==> src/rtl/vram_arbiter_pkg.sv <==
// ============================================================================
// Module : vram_arbiter_pkg
// Brief  : Shared geometry, clear fill code, queue entry type and arbiter FSM
//          encoding for the text-mode VRAM arbiter.
// Rev    : 1.0  initial release
// ============================================================================
`default_nettype none

package vram_arbiter_pkg;

  localparam int unsigned COLS       = 80;
  localparam int unsigned ROWS       = 30;
  localparam int unsigned VRAM_DEPTH = COLS * ROWS;
  localparam int unsigned FIFO_DEPTH = 4;
  localparam logic [7:0]  BLANK_CHAR = 8'h20;
  localparam int unsigned ENTRY_W    = 20;

  typedef enum logic [0:0] {
    ST_IDLE  = 1'b0,
    ST_CLEAR = 1'b1
  } arb_state_t;

  typedef struct packed {
    logic [11:0] addr;
    logic [7:0]  data;
  } wr_entry_t;

endpackage

`default_nettype wire

==> src/rtl/vram_wr_fifo.sv <==
// ============================================================================
// Module : vram_wr_fifo
// Brief  : Small synchronous write queue; full/empty come from an occupancy
//          count so a same-cycle pop never makes a full queue look ready.
// Rev    : 1.0  initial release
// ============================================================================
`default_nettype none

module vram_wr_fifo #(
  parameter int unsigned DEPTH = 4,
  parameter int unsigned WIDTH = 20
) (
  input  logic             clk,
  input  logic             reset_n,
  input  logic             i_push,
  input  logic [WIDTH-1:0] i_wdata,
  input  logic             i_pop,
  output logic [WIDTH-1:0] o_rdata,
  output logic             o_full,
  output logic             o_empty
);

  localparam int unsigned c_PTR_W = (DEPTH > 1) ? $clog2(DEPTH) : 1;
  localparam int unsigned c_CNT_W = $clog2(DEPTH + 1);

  logic [WIDTH-1:0]   r_mem [DEPTH];
  logic [c_PTR_W-1:0] r_wptr;
  logic [c_PTR_W-1:0] r_rptr;
  logic [c_CNT_W-1:0] r_count;
  logic               w_do_push;
  logic               w_do_pop;

  assign o_full    = (r_count == c_CNT_W'(DEPTH));
  assign o_empty   = (r_count == '0);
  assign o_rdata   = r_mem[r_rptr];
  assign w_do_push = i_push && !o_full;
  assign w_do_pop  = i_pop && !o_empty;

  always_ff @(posedge clk) begin
    if (w_do_push) begin
      r_mem[r_wptr] <= i_wdata;
    end
  end

  always_ff @(posedge clk or negedge reset_n) begin
    if (!reset_n) begin
      r_wptr  <= '0;
      r_rptr  <= '0;
      r_count <= '0;
    end else begin
      if (w_do_push) begin
        r_wptr <= (r_wptr == c_PTR_W'(DEPTH - 1)) ? '0 : r_wptr + c_PTR_W'(1);
      end
      if (w_do_pop) begin
        r_rptr <= (r_rptr == c_PTR_W'(DEPTH - 1)) ? '0 : r_rptr + c_PTR_W'(1);
      end
      case ({w_do_push, w_do_pop})
        2'b10:   r_count <= r_count + c_CNT_W'(1);
        2'b01:   r_count <= r_count - c_CNT_W'(1);
        default: r_count <= r_count;
      endcase
    end
  end

endmodule

`default_nettype wire

==> src/rtl/vram_arbiter.sv <==
// ============================================================================
// Module : vram_arbiter
// Brief  : Single-port VRAM arbiter: display fetches own every eighth active
//          pixel, queued CPU writes and screen clears use the remaining cycles.
// Rev    : 1.0  initial release
// ============================================================================
`default_nettype none

module vram_arbiter
  import vram_arbiter_pkg::*;
#(
  parameter int unsigned COLS       = vram_arbiter_pkg::COLS,
  parameter int unsigned ROWS       = vram_arbiter_pkg::ROWS,
  parameter int unsigned FIFO_DEPTH = vram_arbiter_pkg::FIFO_DEPTH,
  parameter logic [7:0]  BLANK_CHAR = vram_arbiter_pkg::BLANK_CHAR
) (
  input  logic        clk,
  input  logic        reset_n,
  input  logic [9:0]  h_addr,
  input  logic [9:0]  v_addr,
  input  logic        valid,
  input  logic        wr_valid,
  output logic        wr_ready,
  input  logic [11:0] wr_addr,
  input  logic [7:0]  wr_data,
  input  logic        clr_start,
  output logic        busy,
  output logic        drop_err,
  output logic [11:0] ram_addr,
  output logic        ram_we,
  output logic [7:0]  ram_wdata,
  input  logic [7:0]  ram_rdata,
  output logic [7:0]  char_code,
  output logic        char_strobe
);

  localparam logic [11:0] c_LAST_ADDR = 12'(COLS * ROWS - 1);

  arb_state_t  r_state;
  arb_state_t  w_state_nxt;
  logic [11:0] r_clr_cnt;
  logic [11:0] w_cnt_nxt;
  logic        r_ram_we;
  logic [11:0] r_ram_addr;
  logic [7:0]  r_ram_wdata;
  logic        w_we_nxt;
  logic [11:0] w_addr_nxt;
  logic [7:0]  w_wdata_nxt;
  logic        r_disp_d1;
  logic        r_disp_d2;
  logic        r_char_strobe;
  logic [7:0]  r_char_code;
  logic        r_drop_err;
  logic        w_drop;
  logic        w_pop;
  logic        w_push;
  logic        w_fifo_full;
  logic        w_fifo_empty;
  wr_entry_t   w_head;
  logic        w_disp_slot;
  logic [11:0] w_disp_addr;
  logic        w_unused;

  // Pixel row is 16 lines high and 8 pixels wide; the constant multiply folds to shift-add.
  assign w_disp_slot = valid && (h_addr[2:0] == 3'd0);
  assign w_disp_addr = 12'(v_addr[9:4]) * 12'(COLS) + 12'(h_addr[9:3]);
  assign w_unused    = ^v_addr[3:0];

  assign w_push   = wr_valid && wr_ready;
  assign wr_ready = reset_n && !w_fifo_full;

  vram_wr_fifo #(
    .DEPTH (FIFO_DEPTH),
    .WIDTH (ENTRY_W)
  ) u_wr_fifo (
    .clk     (clk),
    .reset_n (reset_n),
    .i_push  (w_push),
    .i_wdata ({wr_addr, wr_data}),
    .i_pop   (w_pop),
    .o_rdata (w_head),
    .o_full  (w_fifo_full),
    .o_empty (w_fifo_empty)
  );

  always_ff @(posedge clk or negedge reset_n) begin
    if (!reset_n) begin
      r_state <= ST_IDLE;
    end else begin
      r_state <= w_state_nxt;
    end
  end

  always_comb begin
    w_state_nxt = r_state;
    w_cnt_nxt   = r_clr_cnt;
    w_pop       = 1'b0;
    w_drop      = 1'b0;
    w_we_nxt    = 1'b0;
    w_addr_nxt  = r_ram_addr;
    w_wdata_nxt = r_ram_wdata;
    if (w_disp_slot) begin
      w_addr_nxt = w_disp_addr;
    end else begin
      case (r_state)
        ST_IDLE: begin
          if (!w_fifo_empty) begin
            w_pop = 1'b1;
            if (w_head.addr <= c_LAST_ADDR) begin
              w_we_nxt    = 1'b1;
              w_addr_nxt  = w_head.addr;
              w_wdata_nxt = w_head.data;
            end else begin
              w_drop = 1'b1;
            end
          end
        end
        ST_CLEAR: begin
          w_we_nxt    = 1'b1;
          w_addr_nxt  = r_clr_cnt;
          w_wdata_nxt = BLANK_CHAR;
          if (r_clr_cnt == c_LAST_ADDR) begin
            w_cnt_nxt   = '0;
            w_state_nxt = ST_IDLE;
          end else begin
            w_cnt_nxt = r_clr_cnt + 12'd1;
          end
        end
        default: ;
      endcase
    end
    if ((r_state == ST_IDLE) && clr_start) begin
      w_state_nxt = ST_CLEAR;
    end
  end

  always_ff @(posedge clk or negedge reset_n) begin
    if (!reset_n) begin
      r_clr_cnt     <= '0;
      r_ram_we      <= 1'b0;
      r_ram_addr    <= '0;
      r_ram_wdata   <= '0;
      r_disp_d1     <= 1'b0;
      r_disp_d2     <= 1'b0;
      r_char_strobe <= 1'b0;
      r_char_code   <= '0;
      r_drop_err    <= 1'b0;
    end else begin
      r_clr_cnt     <= w_cnt_nxt;
      r_ram_we      <= w_we_nxt;
      r_ram_addr    <= w_addr_nxt;
      r_ram_wdata   <= w_wdata_nxt;
      // Fetch pipeline: address out at T+1, RAM data valid at T+2, strobe at T+3.
      r_disp_d1     <= w_disp_slot;
      r_disp_d2     <= r_disp_d1;
      r_char_strobe <= r_disp_d2;
      if (r_disp_d2) begin
        r_char_code <= ram_rdata;
      end
      r_drop_err <= r_drop_err | w_drop;
    end
  end

  assign busy        = (r_state == ST_CLEAR);
  assign drop_err    = r_drop_err;
  assign ram_we      = r_ram_we;
  assign ram_addr    = r_ram_addr;
  assign ram_wdata   = r_ram_wdata;
  assign char_code   = r_char_code;
  assign char_strobe = r_char_strobe;

endmodule

`default_nettype wire

==> config.mk <==
export PLATFORM = sky130hd
export DESIGN_NAME = vram_arbiter
export DESIGN_NICKNAME = d
export VERILOG_FILES = /design/src/rtl/vram_arbiter_pkg.sv /design/src/rtl/vram_wr_fifo.sv /design/src/rtl/vram_arbiter.sv
export SDC_FILE = /design/constraint.sdc
export NUM_CORES = 1
export LEC_CHECK = 0
export ABC_AREA = 1
export ABC_CLOCK_PERIOD_IN_PS = 1900
export BUFFER_PORTS_ARGS = -buffer_cell sky130_fd_sc_hd__buf_4
export CAP_MARGIN = 0
export CORE_ASPECT_RATIO = 0.8
export CORE_UTILIZATION = 39
export DETAILED_ROUTE_END_ITERATION = 16
export GPL_ROUTABILITY_DRIVEN = 0
export PLACE_DENSITY_LB_ADDON = 0.08
export SLEW_MARGIN = 30
export SYNTH_ARGS = -nofsm -noshare
export SYNTH_HDL_FRONTEND = slang
export SYNTH_SLANG_ARGS = --single-unit
==> constraint.sdc <==
create_clock -name clk -period 1.9 [get_ports clk]
set_input_delay 0.19 -clock clk [delete_from_list [all_inputs] [get_ports clk]]
set_output_delay 0.19 -clock clk [all_outputs]
set_load 0.01 [all_outputs]
==> results of run 1 <==
report_power, final:
| part | switching [W] | internal (W) |
|---|---|---|
| Clock | 0.00127 | 0.00181 |
| Sequential | 0.000298 | 0.00357 |
| Combinational | 0.00158 | 0.00105 |
cell usage in the layout (no fill, tap or decap), types with 8 or more instances in the layout:
cell           instances
edfxtp_1              80
o21ai_0               42
nand2_1              136
nand3_1               49
inv_1                 48
o22ai_1                9
buf_4                104
nor4_1                 8
ha_1                  18
dlygate4sd3_1         30
nor2_1                53
dfrtp_1               53
clkbuf_16             17
mux2_2                 8
final cells by class:
class | count | area [µm²]
multi-input combinational | 383 | 2090
fill | 1384 | 7080
tap | 210 | 263
sequential | 133 | 3730
inverter | 53 | 201
timing repair buffer | 140 | 1190
clock inverter | 14 | 129
clock buffer | 18 | 429
how the worst min path moves through the flow:
stage / startpoint / slack (ns) / cells past startpoint / end
2_1_floorplan: reset_n / -0.11 / 0 / busy$_DFFE_PN0P_
5_1_grt: h_addr[5] / 0.10 / 5 / ram_addr[2]$_DFFE_PN0P_
3_3_place_gp: r_disp_d1$_DFF_PN0_ / 0.33 / 0 / r_disp_d2$_DFF_PN0_
4_1_cts: h_addr[5] / 0.09 / 5 / ram_addr[2]$_DFFE_PN0P_
6_report: h_addr[5] / 0.10 / 5 / ram_addr[2]$_DFFE_PN0P_
3_5_place_dp: r_disp_d1$_DFF_PN0_ / 0.33 / 0 / r_disp_d2$_DFF_PN0_
cell families after synthesis:
logic type	Yosys count	synth area share
AND/OR/NAND/NOR	270	0.191
flip-flops	133	0.613
AO/OA/AOI/OAI	75	0.0714
buffers and inverters	74	0.0494
adder cells (fa/ha/maj)	21	0.0469
XOR/XNOR	9	0.0130
multiplexers	8	0.0148
through the flow:
| step | hold WS, ns | worst slack [ns] | utilization | instances | setup TNS (ns) |
|---|---|---|---|---|---|
| after floorplan | -0.106 | -0.300 | - | 590 | -24.02 |
| after global placement | 0.334 | -0.175 | 0.472 | 888 | -0.497 |
| after detailed placement | 0.335 | -0.196 | 0.472 | 888 | -0.542 |
| after CTS | 0.0878 | 0.0123 | 0.529 | 950 | 0 |
| after global routing | 0.104 | -0.0323 | 0.531 | 951 | -0.0421 |
| final | 0.104 | 0.106 | 0.531 | 951 | 0 |
state kept, by name, indices dropped and copies added, names as in the netlist, 2 cells and up:
signal,cells
char_code,8
ram_wdata,8
ram_addr,12
u_wr_fifo.r_wptr,2
u_wr_fifo.r_count,3
u_wr_fifo.r_rptr,2
u_wr_fifo.r_mem,80
r_clr_cnt,12
critical path: cells and delay by family (launching register included):
| kind | cells | cell delay (ns) |
|---|---|---|
| buffers and inverters | 2 | 0.20 |
| and+or+nand+nor | 2 | 0.19 |
| adders and majority gates | 2 | 0.51 |
| AOI/OAI and AO/OA | 2 | 0.23 |
| DFF | 1 | 0.41 |
| xor gates and xnor gates | 1 | 0.13 |
routing by layer:
layer  vias to the layer above  global-route usage  wire length, µm
met5                         -                   0                0
met4                         0              0.0695              136
met3                        14              0.0558              753
met2                       114               0.310             6710
met1                      2283               0.260             7030
li1                       2298                   -                -
timing repair:
item | in CTS | in global routing
setup endpoints to repair | 0 | 22
hold buffers | 30 | 0
buffers inserted | 0 | 1
gates resized for setup | 0 | 12
endpoints found under the hold margin | 142 | 0
==> key figures, run 1 <==
Global route
  • Initial antenna violation count: 0
  • First-pass GRT wire length: 23.5 mm
  • Total GRT Usage: 0.197
  • Gr ovfl total: 0
  • Vias in the first global route: 4584
  • Largest net degree at the start of global routing: 54

Placed design
  • PortBufs: 81
  • Post-DP Area: 7130 µm²
  • Final HPWL DP: 10.1 mm

Clocking
  • Clk_lat worst skew: 0.42 ns
  • Clock sinks: 133
  • Total CTS buffers: 17
  • Clk slew on worst S/H paths: 0.06 ns
  • Max clock buf depth: 2
  • CTS tree: yes
  • CTS root buf: clkbuf_16
  • H-tree depth: 4

Synthesis
  • Fraction of registers with async set/reset: 0.398
  • Synth Cell Area: 6080 µm²
  • Top-count cell post-synth: nand2_1
  • Sequential element share of the synthesized area: 0.613
  • Most used DFF post-synth: edfxtp_1
  • Netlist cell types: 35
  • Yosys reg bits: 133
  • EDFF count, synth: 80
  • Synth top area cells: edfxtp_1 (40%), dfrtp_1 (22%), nand2_1 (8.5%)
  • Avg Synthesized Cell Area: 10.3 µm²
  • Area leader, netlist: edfxtp_1
  • Post-synth top cells: nand2_1 (138), edfxtp_1 (80), nor2_1 (54)
  • Top-area cell type share of the netlist area: 0.395
  • Yosys warns: 0
  • Syn nets: 664
  • Gate Count Post-Synth: 590

Die
  • Row count: 40
  • Core area: 15100 µm²
  • Full die area: 16100 µm²
  • Initial core utilization: 0.402
  • Die H: 114 µm
  • I/O pin cnt: 86
  • Die W: 142 µm

STA
  • Unrepaired setup endpoints after global routing: yes
  • Layout Skew: 0.00748 ns
  • Final Hold Fails: 0
  • Max Slew Vio Count: 0
  • Fin crit share: 0.944
  • Final setup fails: 0
  • Worst-margin pin slew: 0.685 ns
  • Final min period: 1.79 ns
  • Rel. slew slack: 0.543
  • Fmax: 557 MHz

Final layout
  • Final nets: 802
  • Share of cells above drive strength 1: 0.227
  • Area grow syn2layout: 32.1%
  • Ant diodes: 0
  • Post-route cell area: 8030 µm²

Min path
  • Hold Crit Class: in -> reg

Setup path
  • Worst Path Required: 2.21 ns
  • R2r setup slk: 0.11 ns
  • Crit path DAT: 2.10 ns
  • CP max stage delay: 0.41 ns
  • Worst r2r dst: u_wr_fifo.r_count[2]$_DFFE_PN0P_
  • CP Max Fanout: 3
  • Worst Setup EP: u_wr_fifo.r_count[2]$_DFFE_PN0P_
  • Crit Path Class: reg -> reg
  • Cells along the critical path: nor3_2 -> buf_4 -> nor2_4 -> ha_1 -> inv_2 -> fa_2 -> a21oi_1 -> o21ai_1 -> xnor2_1
  • Worst r2r path cells: 9
  • Crit path max-delay cell type: dfrtp_1
  • Worst R2R Start: u_wr_fifo.r_count[0]$_DFFE_PN0P_
  • Worst setup path start: u_wr_fifo.r_count[0]$_DFFE_PN0P_
  • Critical Path End Type: flop
  • Critical Path Start Type: flop

Routing
  • Post-DR wirelength/cell: 15.4 µm
  • Vias: 4709
  • Vias per inst: 4.95
  • DR pass1 iterations: 5
  • # DRC: 0
  • Final ANT Viol Nets: 0
  • 1st-iter DRT viols: 299
  • Drt total wl: 14.6 mm

Power and ir drop
  • Total power: 0.00958 W
  • PwrDens: 1190 nW/µm²
  • Peak supply drop: 0.000775 V
  • Leak: 3.46 nW

Status
  • Status: complete, no violations

Job
  • Max_cap viols: 0
Power figures use the tool's default switching activity.
==> run 2, diff against run 1 <==
Settings changed: ABC_AREA 1 to 0.
==> run 2 against run 1 <==
Net effect:
- the run now ends with negative setup slack left
- flip-flop and latch count did not move
- critical path depth fell by 2
- die area fell by 5.3%
- cell count fell by 22%
- global-route usage fell by 1.7 points
- maximum frequency fell by 24%
- register-to-register slack got worse by 0.55 ns
- worst hold slack got worse by 0.074 ns
- clock skew rose by 0.00067 ns
- critical endpoint is now ram_addr[8]$_DFFE_PN0P_
- largest cell class unchanged
- largest power group unchanged
==> key figures, run 2 <==
Placed design
  • PortBufs: 81
  • Final HPWL DP: 8.42 mm
  • Dpl ws: -0.475 ns

Power and ir drop
  • Peak supply drop: 0.000813 V
  • Total power: 0.00934 W
  • Leak: 3.46 nW
  • PwrDens: 1150 nW/µm²

Global route
  • Largest net degree at the start of global routing: 54
  • First-pass GRT wire length: 20.3 mm
  • Initial antenna violation count: 0
  • Total GRT Usage: 0.180
  • Gr ovfl total: 0
  • Vias in the first global route: 3859

Clocking
  • Total CTS buffers: 17
  • CTS tree: yes
  • Clock sinks: 133
  • Clk_lat worst skew: 0.42 ns
  • Max clock buf depth: 2
  • H-tree depth: 4
  • Clk slew on worst S/H paths: 0.06 ns
  • CTS root buf: clkbuf_16

Status
  • Status: complete, but fails checks
  • Violated checks: negative setup slack

Routing
  • Vias: 3673
  • DR pass1 iterations: 4
  • Drt total wl: 12.6 mm
  • Post-DR wirelength/cell: 17.0 µm
  • 1st-iter DRT viols: 336
  • Vias per inst: 4.98
  • # DRC: 0
  • Final ANT Viol Nets: 0

Synthesis
  • Yosys reg bits: 133
  • Synth Cell Area: 5750 µm²
  • Avg Synthesized Cell Area: 15.6 µm²
  • Syn nets: 443
  • Netlist cell types: 43
  • Synth top area cells: edfxtp_1 (42%), dfrtp_1 (23%), mux4_2 (7.4%)
  • Sequential element share of the synthesized area: 0.649
  • Area leader, netlist: edfxtp_1
  • EDFF count, synth: 80
  • Post-synth top cells: edfxtp_1 (80), dfrtp_1 (53), mux2_2 (23), nand2_1 (23), mux4_2 (19)
  • Yosys warns: 0
  • Gate Count Post-Synth: 369
  • Top-count cell post-synth: edfxtp_1
  • Fraction of registers with async set/reset: 0.398
  • Most used DFF post-synth: edfxtp_1
  • Top-area cell type share of the netlist area: 0.418

Setup path
  • Stages on the worst setup path: 7
  • Crit path max-delay cell type: mux4_2
  • Crit Path Class: reg -> reg
  • Worst R2R Start: u_wr_fifo.r_rptr[0]$_DFFE_PN0P_
  • Worst setup path start: u_wr_fifo.r_rptr[0]$_DFFE_PN0P_
  • CP delay by family, top: multiplexers
  • CP max stage delay: 0.54 ns
  • Worst r2r dst: ram_addr[8]$_DFFE_PN0P_
  • Worst r2r path cells: 7
  • Worst Setup EP: ram_addr[8]$_DFFE_PN0P_
  • Most used cell, CP: a21o_1
  • Worst Path Required: 2.20 ns
  • Crit path DAT: 2.65 ns
  • Worst path bufs/invs: 1
  • Critical Path Start Type: flop
  • Cells along the critical path: mux4_2 -> a21o_1 -> a211o_1 -> a21o_1 -> nand2_4 -> clkbuf_16 -> mux2_4
  • Critical Path End Type: flop
  • R2r setup slk: -0.45 ns
  • CP Max Fanout: 5

Min path
  • Hold Crit Class: in -> reg

Die
  • I/O pin cnt: 86
  • Full die area: 15200 µm²
  • Row count: 39
  • Die W: 138 µm
  • Core area: 14300 µm²
  • Die H: 111 µm
  • Initial core utilization: 0.401

STA
  • Layout Skew: 0.00815 ns
  • Final setup fails: 22
  • Fin crit share: 1.23
  • Unrepaired setup endpoints after global routing: yes
  • Worst-margin pin slew: 0.699 ns
  • Final Hold Fails: 0
  • Rel. slew slack: 0.534
  • Setup WS post-layout: -0.446 ns
  • Fmax: 426 MHz
  • Max Slew Vio Count: 0
  • Final min period: 2.35 ns

Final layout
  • Ant diodes: 0
  • Commonest non-fill, non-tap cell in the layout: buf_4
  • Final nets: 615
  • Share of cells above drive strength 1: 0.417
  • Most flops, register: u_wr_fifo.r_mem
  • Area grow syn2layout: 40.8%
  • Final core utilization: 0.564
  • Commonest non-fill, non-tap cells in the layout: buf_4 (128), edfxtp_1 (80), dfrtp_1 (52), dlygate4sd3_1 (29), nand2_1 (22)
  • Number of flip-flops in the largest register: 80

Job
  • Max_cap viols: 0
==> run 2: changes by cell type after synthesis, moves of 8 or more <==
cell	previous run	this run
and3_1	0	10
inv_1	50	13
nand3_1	49	5
mux2_2	8	23
nor2_1	54	13
o22ai_1	9	0
mux2i_1	0	8
nand2_1	138	23
mux4_2	0	19
o21ai_0	43	17
==> run 2: layout make-up <==
class                           instances  area, µm²
Timing Repair Buffer                  167       1440
Sequential cell                       133       3730
Inverter                               13       51.3
Clock buffer                           18        429
Fill cell                            1181       6250
Multi-Input combinational cell        209       2020
Tap cell                              184        230
Clock inverter                         14        199
==> run 2: power breakdown <==
part | total [W] | switching [W] | internal, W
clock network | 0.00350 | 0.00129 | 0.00221
logic | 0.00208 | 0.000921 | 0.00116
registers | 0.00376 | 0.000261 | 0.00350
==> run 2: worst min-delay path by stage <==
stage	startpoint	endpoint	slack, ns	depth (start not counted)
floorplan	reset_n	busy$_DFFE_PN0P_	-0.11	0
global placement	r_disp_d1$_DFF_PN0_	r_disp_d2$_DFF_PN0_	0.34	0
detailed placement	r_disp_d1$_DFF_PN0_	r_disp_d2$_DFF_PN0_	0.34	0
CTS	clr_start	busy$_DFFE_PN0P_	0.02	3
global route	clr_start	busy$_DFFE_PN0P_	0.05	3
finish	clr_start	busy$_DFFE_PN0P_	0.03	3
==> run 2: worst register-to-register path: stages (launching register included) <==
cell	delay (ns)
dfrtp_2	0.47
mux4_2	0.54
a21o_1	0.19
a211o_1	0.28
a21o_1	0.20
nand2_4	0.12
clkbuf_16	0.16
mux2_4	0.29
==> run 2: metrics by stage <==
| step | hold WS (ns) | instance area, µm² | TNS (ns) | instances |
|---|---|---|---|---|
| after CTS | 0.0198 | 8040 | -8.64 | 736 |
| after floorplan | -0.106 | 5860 | -6.48 | 369 |
| final | 0.0301 | 8100 | -8.62 | 738 |
| after global placement | 0.338 | 7090 | -8.69 | 674 |
| after global routing | 0.0482 | 8100 | -10.30 | 738 |
| after detailed placement | 0.343 | 7090 | -9.32 | 674 |
==> run 2: layer usage <==
metal | part of all wire | up-vias | routed length, µm | global-route usage
met2 | 0.48 | 85 | 6000 | 0.272
met4 | 0.012 | 0 | 148 | 0.0725
met3 | 0.041 | 14 | 521 | 0.0441
met5 | 0 | - | 0 | 0
li1 | - | 1740 | - | -
met1 | 0.47 | 1834 | 5880 | 0.248
==> run 2: logic make-up after synthesis <==
logic type,after synthesis,synth area share
XOR/XNOR,18,0.0274
adder cells (fa/ha/maj),21,0.0496
AO/OA/AOI/OAI,47,0.0535
flip-flops,133,0.649
buffers and inverters,27,0.0205
AND/OR/NAND/NOR,72,0.0625
multiplexers,51,0.138
==> run 2: timing repair <==
action	CTS	global route
resized for setup	8	9
gates cloned	0	1
hold buffers	29	0
endpoints found under the setup margin	23	27
pin swaps	1	7
endpoints found under the hold margin	141	0
setup buffers	2	2
==> run 3, diff against run 2 <==
Settings changed: RECOVER_POWER from default to 25.
==> run 3 against run 2 <==
Net effect:
- the run still ends with negative setup slack left
- sequential power about the same
- cell count is the same
- design area fell by 0.97%
- routed wire length decreased by 0.45%
- critical path depth is the same
- global-route usage unchanged
- critical path type unchanged
- critical endpoint unchanged
- largest cell class unchanged
==> key figures, run 3 (synthesis gave the netlist of run 2 again) <==
Status
  • Status: complete, but fails checks
  • Violated checks: negative setup slack

Power and ir drop
  • Total power: 0.00931 W
  • Sw Pwr: 0.00245 W
  • Leak: 3.39 nW
  • Reg power frac: 0.404
  • P_int: 0.00686 W
  • Switching share of total power: 0.263
  • Peak supply drop: 0.000812 V
  • Part of the power in the clock network: 0.375
  • PwrDens: 1160 nW/µm²
  • Combinational power share: 0.221

STA
  • Unrepaired setup endpoints after global routing: yes
  • Rel. slew slack: 0.345
  • Final min period: 2.35 ns
  • Setup WS post-layout: -0.454 ns
  • Layout Skew: 0.0135 ns
  • Final setup fails: 22
  • Max Slew Vio Count: 0
  • Worst-margin pin slew: 0.968 ns
  • Fin crit share: 1.24
  • Final Hold Fails: 0
  • Fmax: 425 MHz

Final layout
  • Post-route cell area: 8020 µm²
  • Number of flip-flops in the largest register: 80
  • Ant diodes: 0
  • Share of cells above drive strength 1: 0.384
  • Most flops, register: u_wr_fifo.r_mem
  • Commonest non-fill, non-tap cells in the layout: buf_4 (111), edfxtp_1 (80), dfrtp_1 (52), dlygate4sd3_1 (29), nand2_1 (22)
  • Final nets: 615
  • Commonest non-fill, non-tap cell in the layout: buf_4
  • Fill cells: 1203
  • Area grow syn2layout: 39.5%

Die
  • Die W: 138 µm
  • Full die area: 15200 µm²
  • Row count: 39
  • Core area: 14300 µm²
  • Initial core utilization: 0.401
  • I/O pin cnt: 86
  • Die H: 111 µm

Placed design
  • Dpl ws: -0.475 ns
  • Post-DP Area: 7090 µm²
  • Final HPWL DP: 8.42 mm
  • PortBufs: 81

Routing
  • DR pass1 iterations: 6
  • Drt total wl: 12.5 mm
  • Post-DR wirelength/cell: 16.9 µm
  • Vias: 3627
  • Final ANT Viol Nets: 0
  • Vias per inst: 4.91
  • 1st-iter DRT viols: 323
  • # DRC: 0

Clocking
  • Clock sinks: 133
  • Clk_lat worst skew: 0.42 ns
  • Total CTS buffers: 17
  • Clk slew on worst S/H paths: 0.06 ns
  • Max clock buf depth: 2
  • H-tree depth: 4
  • CTS root buf: clkbuf_16
  • CTS tree: yes

Setup path
  • Critical Path End Type: flop
  • Worst r2r path cells: 7
  • Worst Path Required: 2.20 ns
  • CP Max Fanout: 5
  • Crit Path Class: reg -> reg
  • Crit path DAT: 2.65 ns
  • Critical Path Start Type: flop

Min path
  • Hold Crit Class: in -> reg
  • Hold path cells: 3

Global route
  • First-pass GRT wire length: 20.3 mm
  • Initial antenna violation count: 0
  • Gr ovfl total: 0
  • Largest net degree at the start of global routing: 54
  • Total GRT Usage: 0.180
  • Vias in the first global route: 3859

Job
  • Max_cap viols: 0
## run 3: changes by cell type in the layout (fill, tap and decap cells not counted)
cell	delta
nor4b_1	+1
clkbuf_1	+17
nor4b_4	-1
buf_4	-17
## run 3: routing by layer
| layer | global-route usage | part of all wire | routed length (µm) | up-vias |
|---|---|---|---|---|
| li1 | - | - | - | 1740 |
| met1 | 0.248 | 0.47 | 5820 | 1793 |
| met2 | 0.272 | 0.48 | 5970 | 83 |
| met3 | 0.0441 | 0.047 | 585 | 11 |
| met4 | 0.0725 | 0.0098 | 123 | 0 |
| met5 | 0 | 0 | 0 | - |
## run 3: final cells by class
cell class	count	area (µm²)	area share
clock inverters	14	199	0.0248
well taps	184	230	0.0287
clock buffers	18	429	0.0535
multi-input cells	209	2000	0.250
flip-flops and latches	133	3730	0.465
inverters	13	51.3	0.00640
repair buffers	167	1380	0.171
## run 3: through the flow
step                utilization  TNS, ns  hold slack (ns)  std cells
floorplan                     -    -6.48           -0.106        369
global placement          0.495    -8.69            0.338        674
detailed placement        0.495    -9.32            0.343        674
CTS                       0.561    -8.64           0.0198        736
global route              0.559   -10.52           0.0482        738
finish                    0.559    -8.77           0.0378        738
## run 3: power groups by stage
stage	Combinational [W]	Clock, W	Sequential, W
2_1_floorplan	0.00104	0	0.00379
3_3_place_gp	0.00195	0	0.00380
3_5_place_dp	0.00197	0	0.00381
4_1_cts	0.00207	0.00358	0.00375
5_1_grt	0.00226	0.00369	0.00381
6_report	0.00205	0.00349	0.00376
## run 3: worst paths after layout
| check | start | to | slack (ns) |
|---|---|---|---|
| worst max register to register | u_wr_fifo.r_rptr[0]$_DFFE_PN0P_ | ram_addr[8]$_DFFE_PN0P_ | -0.45 |
| worst max-delay path | u_wr_fifo.r_rptr[0]$_DFFE_PN0P_ | ram_addr[8]$_DFFE_PN0P_ | -0.45 |
| min in group asynchronous | reset_n | char_code[4]$_DFFE_PN0P_ | 0.51 |
| max in group asynchronous | reset_n | u_wr_fifo.r_rptr[0]$_DFFE_PN0P_ | 0.89 |
| worst min register to register | r_disp_d1$_DFF_PN0_ | r_disp_d2$_DFF_PN0_ | 0.35 |
| worst min-delay path | clr_start | busy$_DFFE_PN0P_ | 0.04 |
## run 3: repair_timing
| item | 4_1_cts | 5_1_grt |
|---|---|---|
| buffers inserted | 2 | 2 |
| gates resized for setup | 8 | 9 |
| hold buffers | 29 | 0 |
| endpoints found under the hold margin | 141 | 0 |
| cloned | 0 | 1 |
| setup endpoints to repair | 23 | 27 |
| pin swaps | 1 | 7 |
## run 3: worst max-delay path, stage by stage, from the launching register on
cell,delay [ns]
dfrtp_2,0.47
mux4_2,0.54
a21o_1,0.19
a211o_1,0.28
a21o_1,0.20
nand2_4,0.12
clkbuf_16,0.16
mux2_4,0.29
